==> config.mk <==
export PLATFORM = sky130hd
export DESIGN_NAME = sample_uart_tx
export DESIGN_NICKNAME = d
export VERILOG_FILES = /design/src/rtl/uart_pkg.sv /design/src/rtl/uart_bit_timer.sv /design/src/rtl/sample_uart_tx.sv
export SDC_FILE = /design/constraint.sdc
export NUM_CORES = 1
export LEC_CHECK = 0
export ABC_AREA = 1
export BUFFER_PORTS_ARGS = -buffer_cell sky130_fd_sc_hd__buf_2
export CORE_MARGIN = 4
export CORE_UTILIZATION = 40
export DETAILED_ROUTE_END_ITERATION = 16
export HOLD_SLACK_MARGIN = 0.1
export MAX_ROUTING_LAYER = met4
export PLACE_DENSITY = 0.62
export REMOVE_ABC_BUFFERS = 1
export SYNTH_ARGS = -nofsm -noshare
export SYNTH_HDL_FRONTEND = slang
export SYNTH_SLANG_ARGS = --single-unit
==> constraint.sdc <==
create_clock -name clk -period 1.6 [get_ports clk]
set_clock_uncertainty 0.05 [all_clocks]
set_input_delay 0.16 -clock clk [delete_from_list [all_inputs] [get_ports clk]]
set_output_delay 0.16 -clock clk [all_outputs]
set_load 0.03 [all_outputs]
==> src/rtl/uart_pkg.sv <==
// Shared UART definitions for the audio receive and transmit paths:
// frame constants, FSM state encoding and the default bit period.
package uart_pkg;

  localparam int DATA_BITS          = 8;
  localparam int STOP_BITS          = 1;
  // 12 MHz system clock / 230400 baud
  localparam int DEFAULT_BIT_CYCLES = 52;

  typedef enum logic [1:0] {
    IDLE  = 2'd0,
    START = 2'd1,
    DATA  = 2'd2,
    STOP  = 2'd3
  } uart_state_e;

  typedef enum logic {
    LO = 1'b0,
    HI = 1'b1
  } byte_sel_e;

endpackage

==> src/rtl/uart_bit_timer.sv <==
// Bit-period down-counter: load restarts it at BIT_CYCLES-1, tick marks the
// final cycle of the bit (count reads 0).
module uart_bit_timer
  import uart_pkg::*;
#(
  parameter int BIT_CYCLES = DEFAULT_BIT_CYCLES
) (
  input  logic clk,
  input  logic rst_n,
  input  logic load,
  output logic tick
);

  localparam int W = (BIT_CYCLES > 2) ? $clog2(BIT_CYCLES) : 1;

  logic [W-1:0] count;

  always_ff @(posedge clk or negedge rst_n) begin
    if (!rst_n) begin
      count <= '0;
    end else if (load) begin
      count <= W'(BIT_CYCLES - 1);
    end else if (count != '0) begin
      count <= count - W'(1);
    end
  end

  assign tick = (count == '0);

endmodule

==> src/rtl/sample_uart_tx.sv <==
// Serializes 16-bit samples as two back-to-back 8N1 bytes, low byte first.
// cts gates only the acceptance of a new sample, never the byte pair in flight.
module sample_uart_tx
  import uart_pkg::*;
#(
  parameter int BITS       = 16,
  parameter int BIT_CYCLES = DEFAULT_BIT_CYCLES
) (
  input  logic              clk,
  input  logic              rst_n,
  input  logic              s_valid,
  input  logic [BITS-1:0]   s_data,
  output logic              s_ready,
  input  logic              cts,
  output logic              tx,
  output logic              busy,
  output logic [15:0]       bytes_sent,
  output uart_state_e       state_dbg
);

  uart_state_e     state;
  byte_sel_e       byte_sel;
  logic [BITS-1:0] word;
  logic [2:0]      bit_idx;
  logic [15:0]     byte_count;
  logic [7:0]      cur_byte;
  logic            accept;
  logic            tick;
  logic            load;
  logic            last_stop;

  // Handshake: a sample transfers on any cycle where s_valid && s_ready;
  // s_ready depends only on state and cts, never on s_valid.
  assign s_ready   = (state == IDLE) && cts;
  assign accept    = s_valid && s_ready;
  assign cur_byte  = (byte_sel == HI) ? word[15:8] : word[7:0];
  assign last_stop = (state == STOP) && (byte_sel == HI);
  assign load      = accept || (tick && (state != IDLE) && !last_stop);

  uart_bit_timer #(
    .BIT_CYCLES(BIT_CYCLES)
  ) u_bit_timer (
    .clk  (clk),
    .rst_n(rst_n),
    .load (load),
    .tick (tick)
  );

  always_ff @(posedge clk or negedge rst_n) begin
    if (!rst_n) begin
      state      <= IDLE;
      byte_sel   <= LO;
      word       <= '0;
      bit_idx    <= '0;
      byte_count <= '0;
      tx         <= 1'b1;
      busy       <= 1'b0;
    end else begin
      case (state)
        IDLE: begin
          if (accept) begin
            word     <= s_data;
            byte_sel <= LO;
            state    <= START;
            tx       <= 1'b0;
            busy     <= 1'b1;
          end
        end
        START: begin
          if (tick) begin
            state   <= DATA;
            bit_idx <= '0;
            tx      <= cur_byte[0];
          end
        end
        DATA: begin
          if (tick) begin
            if (bit_idx == 3'(DATA_BITS - 1)) begin
              state <= STOP;
              tx    <= 1'b1;
            end else begin
              bit_idx <= bit_idx + 3'd1;
              tx      <= cur_byte[bit_idx + 3'd1];
            end
          end
        end
        STOP: begin
          if (tick) begin
            byte_count <= byte_count + 16'd1;
            // The high byte follows with no idle gap and no cts check.
            if (byte_sel == LO) begin
              byte_sel <= HI;
              state    <= START;
              tx       <= 1'b0;
            end else begin
              state <= IDLE;
              busy  <= 1'b0;
            end
          end
        end
        default: begin
          state <= IDLE;
          tx    <= 1'b1;
          busy  <= 1'b0;
        end
      endcase
    end
  end

  assign bytes_sent = byte_count;
  assign state_dbg  = state;

endmodule

==> flow_summary.yaml, run 1 <==
global_routing:
  grt_start_max_net_pins: 30
  antenna_found_initial: 0
  gr-total-overflow: 0
  grt_pass1_vias: 2166
  gr-usage-all-layers: 0.167
  grt_pass1_wl_um: 9640
timing:
  rsz0062_at_grt: "true"
  hold_violations: 0
  drv_slew: 0
  finalCritPeriodShare: 1.05
  setup_viol: 7
  slew_headroom: 0.687
  max_freq_mhz: 594
  post-route-min-period_ns: 1.68
  setup_ws_ns: -0.0842
  tightest_slew_ns: 0.470
  hold_slack_ns: 0.288
final_layout:
  fillers: 533
  layout.cells.non_filler: 465
  stdcell_area_um2: 3430
  drive_gt1_frac: 0.313
  final_nets: 418
  areaGrowthSynthToFinish_pct: 42.1
  antenna-diode-count: 0
floorplan:
  die_y_um: 85.7
  die_w_um: 85.7
  dieArea_um2: 7340
  rows: 28
  core_um2: 5890
  start_util: 0.410
  pin_count: 41
clock_network:
  cts_root_buf: "clkbuf_8"
  cts.sinks: 46
  h-tree-depth: 2
  worstSkewPairLatency_ns: 0.30
  cts_max_path_buffers: 2
  cts_tree: "done"
  cts_buffers: 5
  cts.clk_slew.worst_paths_ns: 0.09
job:
  maxCapViolCount: 0
detailed_routing:
  drt_iter0_markers: 57
  post_drt_wl_per_cell_um: 12.2
  vias_per_cell: 4.59
  drtAntennaViolNets: 0
  via_count: 2133
  drc_errors: 0
  dr.pass1.iters: 4
  wl_um: 5650
placed_design:
  dpl_cell_area_um2: 2910
  dp_slack_ns: -0.150
  dpl.hpwl_um: 3910
  dpl.cell_count: 432
  port_buffers: 40
  gp_congestion: 0.755
power_and_ir_drop:
  pwr-share-comb: 0.465
  leakagePower_nw: 1.74
  internal-power_mw: 2.97
  clockPowerShare: 0.184
  max-vdd-ir-drop_mv: 0.512
  seq_power_share: 0.351
  swShare: 0.373
  power_density_nw_per_um2: 1380
  netSwitchingPower_mw: 1.76
  power_mw: 4.73
outcome:
  violations: "setup timing"
  status: "complete, but fails checks"
synthesis:
  synth_commonest_cells: "nand2_1 (93), dfrtp_1 (45), inv_1 (39)"
  synth.yosys.seq_area_share: 0.478
  synth_top_area_frac: 0.467
  async_flop_share: 1.00
  synthCells: 293
  synthTopCellsByArea: "dfrtp_1 (47%), nand2_1 (14%), inv_1 (6.1%)"
  synth_largest_area_cell: "dfrtp_1"
  synth_edf_count: 0
  synth_area_per_cell_um2: 8.23
  synth.most_common_cell: "nand2_1"
  ys_ff_latch: 46
  ys_types: 28
  syn-cell-area_um2: 2410
  ys.warnings.count: 0
  synth_ff_type: "dfrtp_1"
critical_path:
  cp_max_fo: 5
  endpoint_kind: "flop"
  crit_chain: "inv_2 > ha_4 > nand2_4 > nor2_4 > nand2_4 > nor2_4 > buf_6 > nand4_4 > nor2_4 > nand2_2 > xnor2_2"
  cp-start-kind: "flop"
  cp_common_cell: "nor2_4"
  critPathArrivalTime_ns: 1.83
  slowest_stage: "dfrtp_1"
  required_ns: 1.75
  crit_path_max_incr_delay_ns: 0.39
  path_class: "flop to flop"
worst_hold_path:
  hp-class: "input port to asynchronous set/reset pin"
## final cells by class
cell class | instances | area [um2] | area share
tap | 75 | 93.8 | 0.0274
sequential | 46 | 1150 | 0.336
clock buffer | 6 | 72.6 | 0.0212
clock inverter | 2 | 37.5 | 0.0109
inverter | 41 | 154 | 0.0449
timing repair buffer | 94 | 689 | 0.201
multi-input combinational | 201 | 1230 | 0.358
## per-layer routing
metal / GRT usage / part of all wire / up-vias
met5: - / 0 / -
met4: 0.0388 / 0.012 / 0
met3: 0.0365 / 0.040 / 6
met2: 0.284 / 0.50 / 44
met1: 0.204 / 0.45 / 971
li1: - / - / 1112
## power groups by stage
stage	Combinational (mW)	Sequential, mW	Clock [mW]
after floorplan	0.967	1.75	0
after global placement	1.67	1.67	0
after detailed placement	1.70	1.67	0
after CTS	1.93	1.66	0.893
after global routing	2.46	1.70	0.943
final	2.20	1.66	0.871
## critical path: cells and delay by family (launching register included)
family	cells	cell delay, ns
flip-flops	1	0.39
adder cells (fa/ha/maj)	1	0.15
XOR/XNOR	1	0.12
AND/OR/NAND/NOR	7	0.67
buffers and inverters	2	0.20
## cell usage in the layout, fill, tap and decap left out, types with 4 or more instances in the layout
cell type / instances
nand2_1: 87
dfrtp_1: 45
buf_2: 39
inv_1: 34
buf_4: 31
o21ai_0: 20
nand3_1: 17
dlygate4sd3_1: 17
nor2_1: 13
xnor2_1: 10
inv_2: 7
nor2_4: 7
nand2_2: 6
xor2_1: 6
clkbuf_8: 5
buf_6: 5
ha_1: 4
ha_4: 4
## sequential cells by signal (all words and copies together) (netlist names)
| signal | flops |
|---|---|
| word | 16 |
| bytes_sent | 16 |
| u_bit_timer.count | 6 |
| tx | 1 |
| state_dbg | 2 |
| byte_sel | 1 |
| bit_idx | 3 |
| busy | 1 |
## logic make-up after synthesis
logic type | Yosys count | share of synthesized area
AND/OR/NAND/NOR | 142 | 0.261
buffers and inverters | 46 | 0.0757
flip-flops | 46 | 0.478
AO/OA/AOI/OAI | 32 | 0.0705
XOR/XNOR | 18 | 0.0685
adder cells (fa/ha/maj) | 9 | 0.0467
## final timing paths
kind / from / depth (start not counted) / endpoint / slack, ns
max in group asynchronous: rst_n / 3 / bytes_sent[0] / 0.70
min in group clk: tx / 2 / tx / 0.42
min reg2reg: tx / 2 / tx / 0.42
min: rst_n / 2 / word[13] / 0.29
max reg2reg: u_bit_timer.count[1] / 11 / bytes_sent[9] / -0.08
max: u_bit_timer.count[1] / 11 / bytes_sent[9] / -0.08
## metrics by stage
stage | setup TNS [ns] | utilization
floorplan | -18.57 | -
global placement | -0.148 | 0.494
detailed placement | -0.441 | 0.494
CTS | -0.245 | 0.560
global route | -2.06 | 0.582
finish | -0.240 | 0.582
## what timing repair did
action / in CTS / in global routing
endpoints found under the setup margin: 10 / 44
cloned: 0 / 0
buffers inserted: 8 / 1
pin swaps: 13 / 13
gates resized for setup: 18 / 30
hold endpoints to repair: 32 / 0
hold buffers: 17 / 0
Power figures use the tool's default switching activity.
==> run 2, diff against run 1 <==
==> constraint.sdc (replaced) <==
create_clock -name clk -period 1.6 [get_ports clk]
set_clock_uncertainty 0.05 [all_clocks]
set_input_delay 0.32 -clock clk [delete_from_list [all_inputs] [get_ports clk]]
set_output_delay 0.32 -clock clk [all_outputs]
set_load 0.03 [all_outputs]
==> flow_summary.yaml, run 2 (synthesis results as in run 1) <==
critical_path:
  r2r_start: "u_bit_timer.count[1]"
  cp.depth: 11
  required_ns: 1.75
  r2r_slack_ns: -0.07
  critPathArrivalTime_ns: 1.82
  endpoint: "bytes_sent[9]"
  path_class: "flop to flop"
  reg2reg_to: "bytes_sent[9]"
  cp_max_fo: 5
  cp-start-kind: "flop"
  reg2reg_depth: 11
  crit_chain: "inv_2 > ha_4 > nand2_4 > nor2_4 > nand2_4 > nor2_4 > buf_6 > nand4_4 > nor2_4 > nand2_2 > xnor2_2"
  endpoint_kind: "flop"
  cp_common_cell: "nor2_4"
  crit_family: "simple AND/OR/NAND/NOR gates"
  critPathLaunch: "u_bit_timer.count[1]"
  crit_buf_inv: 2
  slowest_stage: "dfrtp_1"
  crit_path_max_incr_delay_ns: 0.39
final_layout:
  final_util: 0.547
  antenna-diode-count: 0
  drive_gt1_frac: 0.321
  final_cell_mix: "nand2_1 (87), dfrtp_1 (45), buf_2 (39)"
  areaGrowthSynthToFinish_pct: 33.5
  stdcell_area_um2: 3220
  fillers: 557
  layout.cells.non_filler: 446
  final_common_cell: "nand2_1"
  final_nets: 399
detailed_routing:
  dr.pass1.iters: 4
  vias_per_cell: 4.64
  post_drt_wl_per_cell_um: 12.0
  wl_um: 5360
  drtAntennaViolNets: 0
  drc_errors: 0
  via_count: 2068
  drt_iter0_markers: 48
floorplan:
  dieArea_um2: 7340
  die_w_um: 85.7
  start_util: 0.410
  die_y_um: 85.7
  pin_count: 41
  core_um2: 5890
  rows: 28
clock_network:
  cts_buffers: 5
  cts_root_buf: "clkbuf_8"
  cts_max_path_buffers: 2
  cts_tree: "done"
  cts.clk_slew.worst_paths_ns: 0.09
  worstSkewPairLatency_ns: 0.30
  h-tree-depth: 2
  cts.sinks: 46
placed_design:
  dp_slack_ns: -0.150
  dpl.cell_count: 432
  dpl.hpwl_um: 3910
  port_buffers: 40
  gp_congestion: 0.755
  dpl_cell_area_um2: 2910
global_routing:
  grt_start_max_net_pins: 30
  grt_pass1_wl_um: 9210
  antenna_found_initial: 0
  gr-total-overflow: 0
  gr-usage-all-layers: 0.160
  grt_pass1_vias: 2064
timing:
  hold_slack_ns: 0.164
  setup_viol: 6
  tightest_slew_ns: 0.472
  finalSetupTns_ns: -0.182
  post-route-min-period_ns: 1.67
  drv_slew: 0
  setup_ws_ns: -0.0683
  slew_headroom: 0.685
  hold_violations: 0
  finalCritPeriodShare: 1.04
  max_freq_mhz: 599
  rsz0062_at_grt: "true"
power_and_ir_drop:
  internal-power_mw: 2.88
  swShare: 0.373
  seq_power_share: 0.360
  clockPowerShare: 0.189
  netSwitchingPower_mw: 1.72
  leakagePower_nw: 1.65
  pwr-share-comb: 0.450
  max-vdd-ir-drop_mv: 0.502
  power_density_nw_per_um2: 1430
  power_mw: 4.60
outcome:
  status: "complete, but fails checks"
  violations: "setup timing"
job:
  maxCapViolCount: 0
worst_hold_path:
  hp-class: "input port to flop"
run 2: cell count changes in the layout (fill, tap and decap cells not counted), moves of 2 or more:
| cell | previous run | this run |
|---|---|---|
| buf_4 | 31 | 29 |
| dlygate4sd3_1 | 17 | 1 |
| inv_1 | 34 | 32 |
| inv_2 | 7 | 9 |
run 2: tightest hold or removal path: stages:
cell and delay [ns]:
buf_2 0.08, nand2_1 0.04, nand2_1 0.05
run 2: cell type report:
class                           count  area (um2)  share of cell area
Multi-Input combinational cell    201        1210               0.376
Sequential cell                    46        1150               0.358
Tap cell                           75        93.8              0.0291
Clock inverter                      2        37.5              0.0117
Inverter                           41         154              0.0478
Timing Repair Buffer               75         499               0.155
Clock buffer                        6        72.6              0.0225
run 2: metal layers:
| layer | GRT usage | routed length, um |
|---|---|---|
| met3 | 0.0365 | 225 |
| met1 | 0.198 | 2430 |
| met4 | 0.0388 | 53 |
| met2 | 0.265 | 2650 |
| met5 | - | 0 |
run 2: how the worst min path moves through the flow:
stage                           from          to  slack, ns  cells past startpoint
after floorplan                rst_n  bit_idx[0]      -0.03                      0
after global routing       s_data[9]     word[9]       0.17                      3
after detailed placement       rst_n    word[13]       0.25                      1
after CTS                 s_data[11]    word[11]       0.17                      3
after global placement         rst_n    word[13]       0.25                      1
final                     s_data[11]    word[11]       0.16                      3
run 2: what timing repair did:
action                                  in CTS  in global routing
resized for setup                           23                 21
endpoints found under the setup margin      11                 27
hold endpoints to repair                    16                  0
setup buffers                                4                  1
pin swaps                                   11                 11
hold buffers                                 1                  0
run 2: power groups by stage:
stage	Clock [mW]	Combinational (mW)	Sequential, mW
2_1_floorplan	0	0.967	1.75
3_3_place_gp	0	1.67	1.67
3_5_place_dp	0	1.70	1.67
4_1_cts	0.893	1.87	1.66
5_1_grt	0.939	2.32	1.70
6_report	0.870	2.07	1.66
==> run 3, diff against run 2 <==
- ABC_AREA: 1 -> 0
- PLACE_DENSITY: 0.62 -> 0.63
==> flow_summary.yaml, run 3 <==
outcome:
  status: "complete, but fails checks"
  violations: "setup timing"
critical_path:
  r2r_start: "state_dbg[1]"
  reg2reg_depth: 6
  r2r_slack_ns: -0.29
  critPathArrivalTime_ns: 2.01
  crit_path_max_incr_delay_ns: 0.44
  cp_max_fo: 5
  path_class: "flop to flop"
  endpoint_kind: "flop"
  reg2reg_to: "state_dbg[0]"
  crit_chain: "inv_2 > ha_4 > or3_4 > a221o_1 > o31ai_2 > o31ai_1"
  slowest_stage: "dfrtp_1"
  cp-start-kind: "flop"
  required_ns: 1.73
clock_network:
  h-tree-depth: 2
  cts.clk_slew.worst_paths_ns: 0.09
  cts_tree: "done"
  cts_buffers: 5
  cts_max_path_buffers: 2
  cts.sinks: 46
  worstSkewPairLatency_ns: 0.30
  cts_root_buf: "clkbuf_8"
placed_design:
  port_buffers: 40
  gp_congestion: 0.732
  dpl.hpwl_um: 3600
  dp_slack_ns: -0.405
  dpl.cell_count: 339
timing:
  post-route-min-period_ns: 1.89
  rsz0062_at_grt: "true"
  slew_headroom: 0.753
  tightest_slew_ns: 0.371
  max_freq_mhz: 530
  setup_ws_ns: -0.286
  drv_slew: 0
  hold_violations: 0
  finalCritPeriodShare: 1.18
  setup_viol: 43
job:
  maxCapViolCount: 0
synthesis:
  synthTopCellsByArea: "dfrtp_1 (49%), mux2_2 (9.3%), ha_1 (4.9%)"
  synth.most_common_cell: "dfrtp_1"
  synth-simple-area-share: 0.148
  synth_ff_type: "dfrtp_1"
  synth_top_area_frac: 0.490
  ys_types: 38
  synth-compound-area-share: 0.0790
  synth_edf_count: 0
  synthCells: 197
  ys.warnings.count: 0
  synth_commonest_cells: "dfrtp_1 (45), mux2_2 (19), nand2_1 (18)"
  synthMuxAreaShare: 0.141
  ys_ff_latch: 46
  synth_area_per_cell_um2: 11.7
  syn-cell-area_um2: 2300
  synth-xor-area-share: 0.0610
  synth_top_family_by_area: "simple AND/OR/NAND/NOR gates"
  synth.yosys.seq_area_share: 0.502
  synth_fa_ha_area_frac: 0.0490
  synth_largest_area_cell: "dfrtp_1"
  async_flop_share: 1.00
floorplan:
  pin_count: 41
  start_util: 0.414
  die_y_um: 83.8
  rows: 27
  die_w_um: 83.8
  dieArea_um2: 7020
  core_um2: 5540
final_layout:
  fillers: 463
  drive_gt1_frac: 0.572
  areaGrowthSynthToFinish_pct: 50.1
  final_nets: 313
  layout.cells.non_filler: 357
  final_common_cell: "dfrtp_1"
  final_cell_mix: "dfrtp_1 (44), buf_2 (39), buf_4 (27)"
  antenna-diode-count: 0
detailed_routing:
  drc_errors: 0
  via_count: 1795
  post_drt_wl_per_cell_um: 15.0
  wl_um: 5360
  vias_per_cell: 5.03
  dr.pass1.iters: 4
  drtAntennaViolNets: 0
  drt_iter0_markers: 74
global_routing:
  gr-usage-all-layers: 0.164
  gr-total-overflow: 0
  grt_start_max_net_pins: 33
  grt_pass1_wl_um: 9120
  antenna_found_initial: 0
  grt_pass1_vias: 1912
worst_hold_path:
  hold_path_end: "word[1]"
  hp-class: "input port to flop"
  min_from: "s_data[1]"
  hold_depth: 2
power_and_ir_drop:
  power_density_nw_per_um2: 605
  max-vdd-ir-drop_mv: 0.372
  leakagePower_nw: 1.73
==> run 3: cell types whose count changed in the layout (fill, tap and decap cells not counted), moves of 7 or more <==
cell,previous run,this run
nand2_1,87,10
inv_1,32,3
o21ai_0,20,1
nand3_1,17,1
mux2_2,0,11
nor2_1,13,4
mux2_4,0,8
buf_6,5,12
==> run 3: repair_timing <==
action / CTS / global route
gates cloned: 1 / 1
buffers inserted: 6 / 1
setup endpoints to repair: 46 / 47
resized for setup: 60 / 36
hold buffers: 1 / 0
pin swaps: 22 / 12
endpoints found under the hold margin: 13 / 0
==> run 3: metal layers <==
layer  vias up  track usage  part of all wire  wire length (um)
li1        874            -                 -                 -
met1       889        0.210              0.44              2350
met2        27        0.265              0.51              2750
met3         5       0.0336             0.036               191
met4         0       0.0482             0.012                63
met5         -            -                 0                 0
==> run 3: area by class of cell <==
class,instances,area (um2),area share
Tap cell,72,90.1,0.0261
Inverter,7,26.3,0.00763
Timing Repair Buffer,83,636,0.184
Clock buffer,6,72.6,0.0211
Sequential cell,46,1150,0.335
Clock inverter,2,37.5,0.0109
Multi-Input combinational cell,141,1430,0.415
==> run 3: report_power, final <==
group	switching, mW	internal (mW)	total, mW
sequential	0	1.16	1.16
clock	0.403	0.466	0.870
combinational	0.0319	0.0232	0.0551
==> run 3: critical path, delay by kind of cell, from the launching register on <==
| family | cells | cell delay, ns |
|---|---|---|
| simple gates | 1 | 0.38 |
| flops | 1 | 0.44 |
| fa+ha+maj | 1 | 0.17 |
| buf+inv | 1 | 0.08 |
| compound gates | 3 | 0.66 |
==> run 3: cell families after synthesis <==
logic type / Yosys count
compound gates: 28
simple gates: 63
xor+xnor: 16
buf+inv: 10
mux: 25
fa+ha+maj: 9
flops: 46
==> run 3: how the worst max path moves through the flow <==
stage / depth (start not counted) / end / startpoint / slack, ns
6_report: 6 / state_dbg[0] / state_dbg[1] / -0.29
5_1_grt: 7 / tx / bit_idx[0] / -0.39
4_1_cts: 6 / state_dbg[0] / state_dbg[1] / -0.28
3_5_place_dp: 6 / state_dbg[0] / state_dbg[0] / -0.40
3_3_place_gp: 6 / state_dbg[0] / state_dbg[0] / -0.31
2_1_floorplan: 6 / u_bit_timer.count[3] / state_dbg[0] / -0.65
==> run 3: metrics by stage <==
stage               hold WS (ns)  power (mW)  setup TNS [ns]   util  area, um2
CTS                        0.186        2.11           -7.52  0.592       3280
finish                     0.197        2.09           -6.90  0.622       3450
global placement           0.207        1.24           -7.99  0.512       2840
detailed placement         0.212        1.24           -9.87  0.512       2840
floorplan                -0.0256        1.19          -16.59      -       2280
global route               0.187        2.17           -9.99  0.622       3450
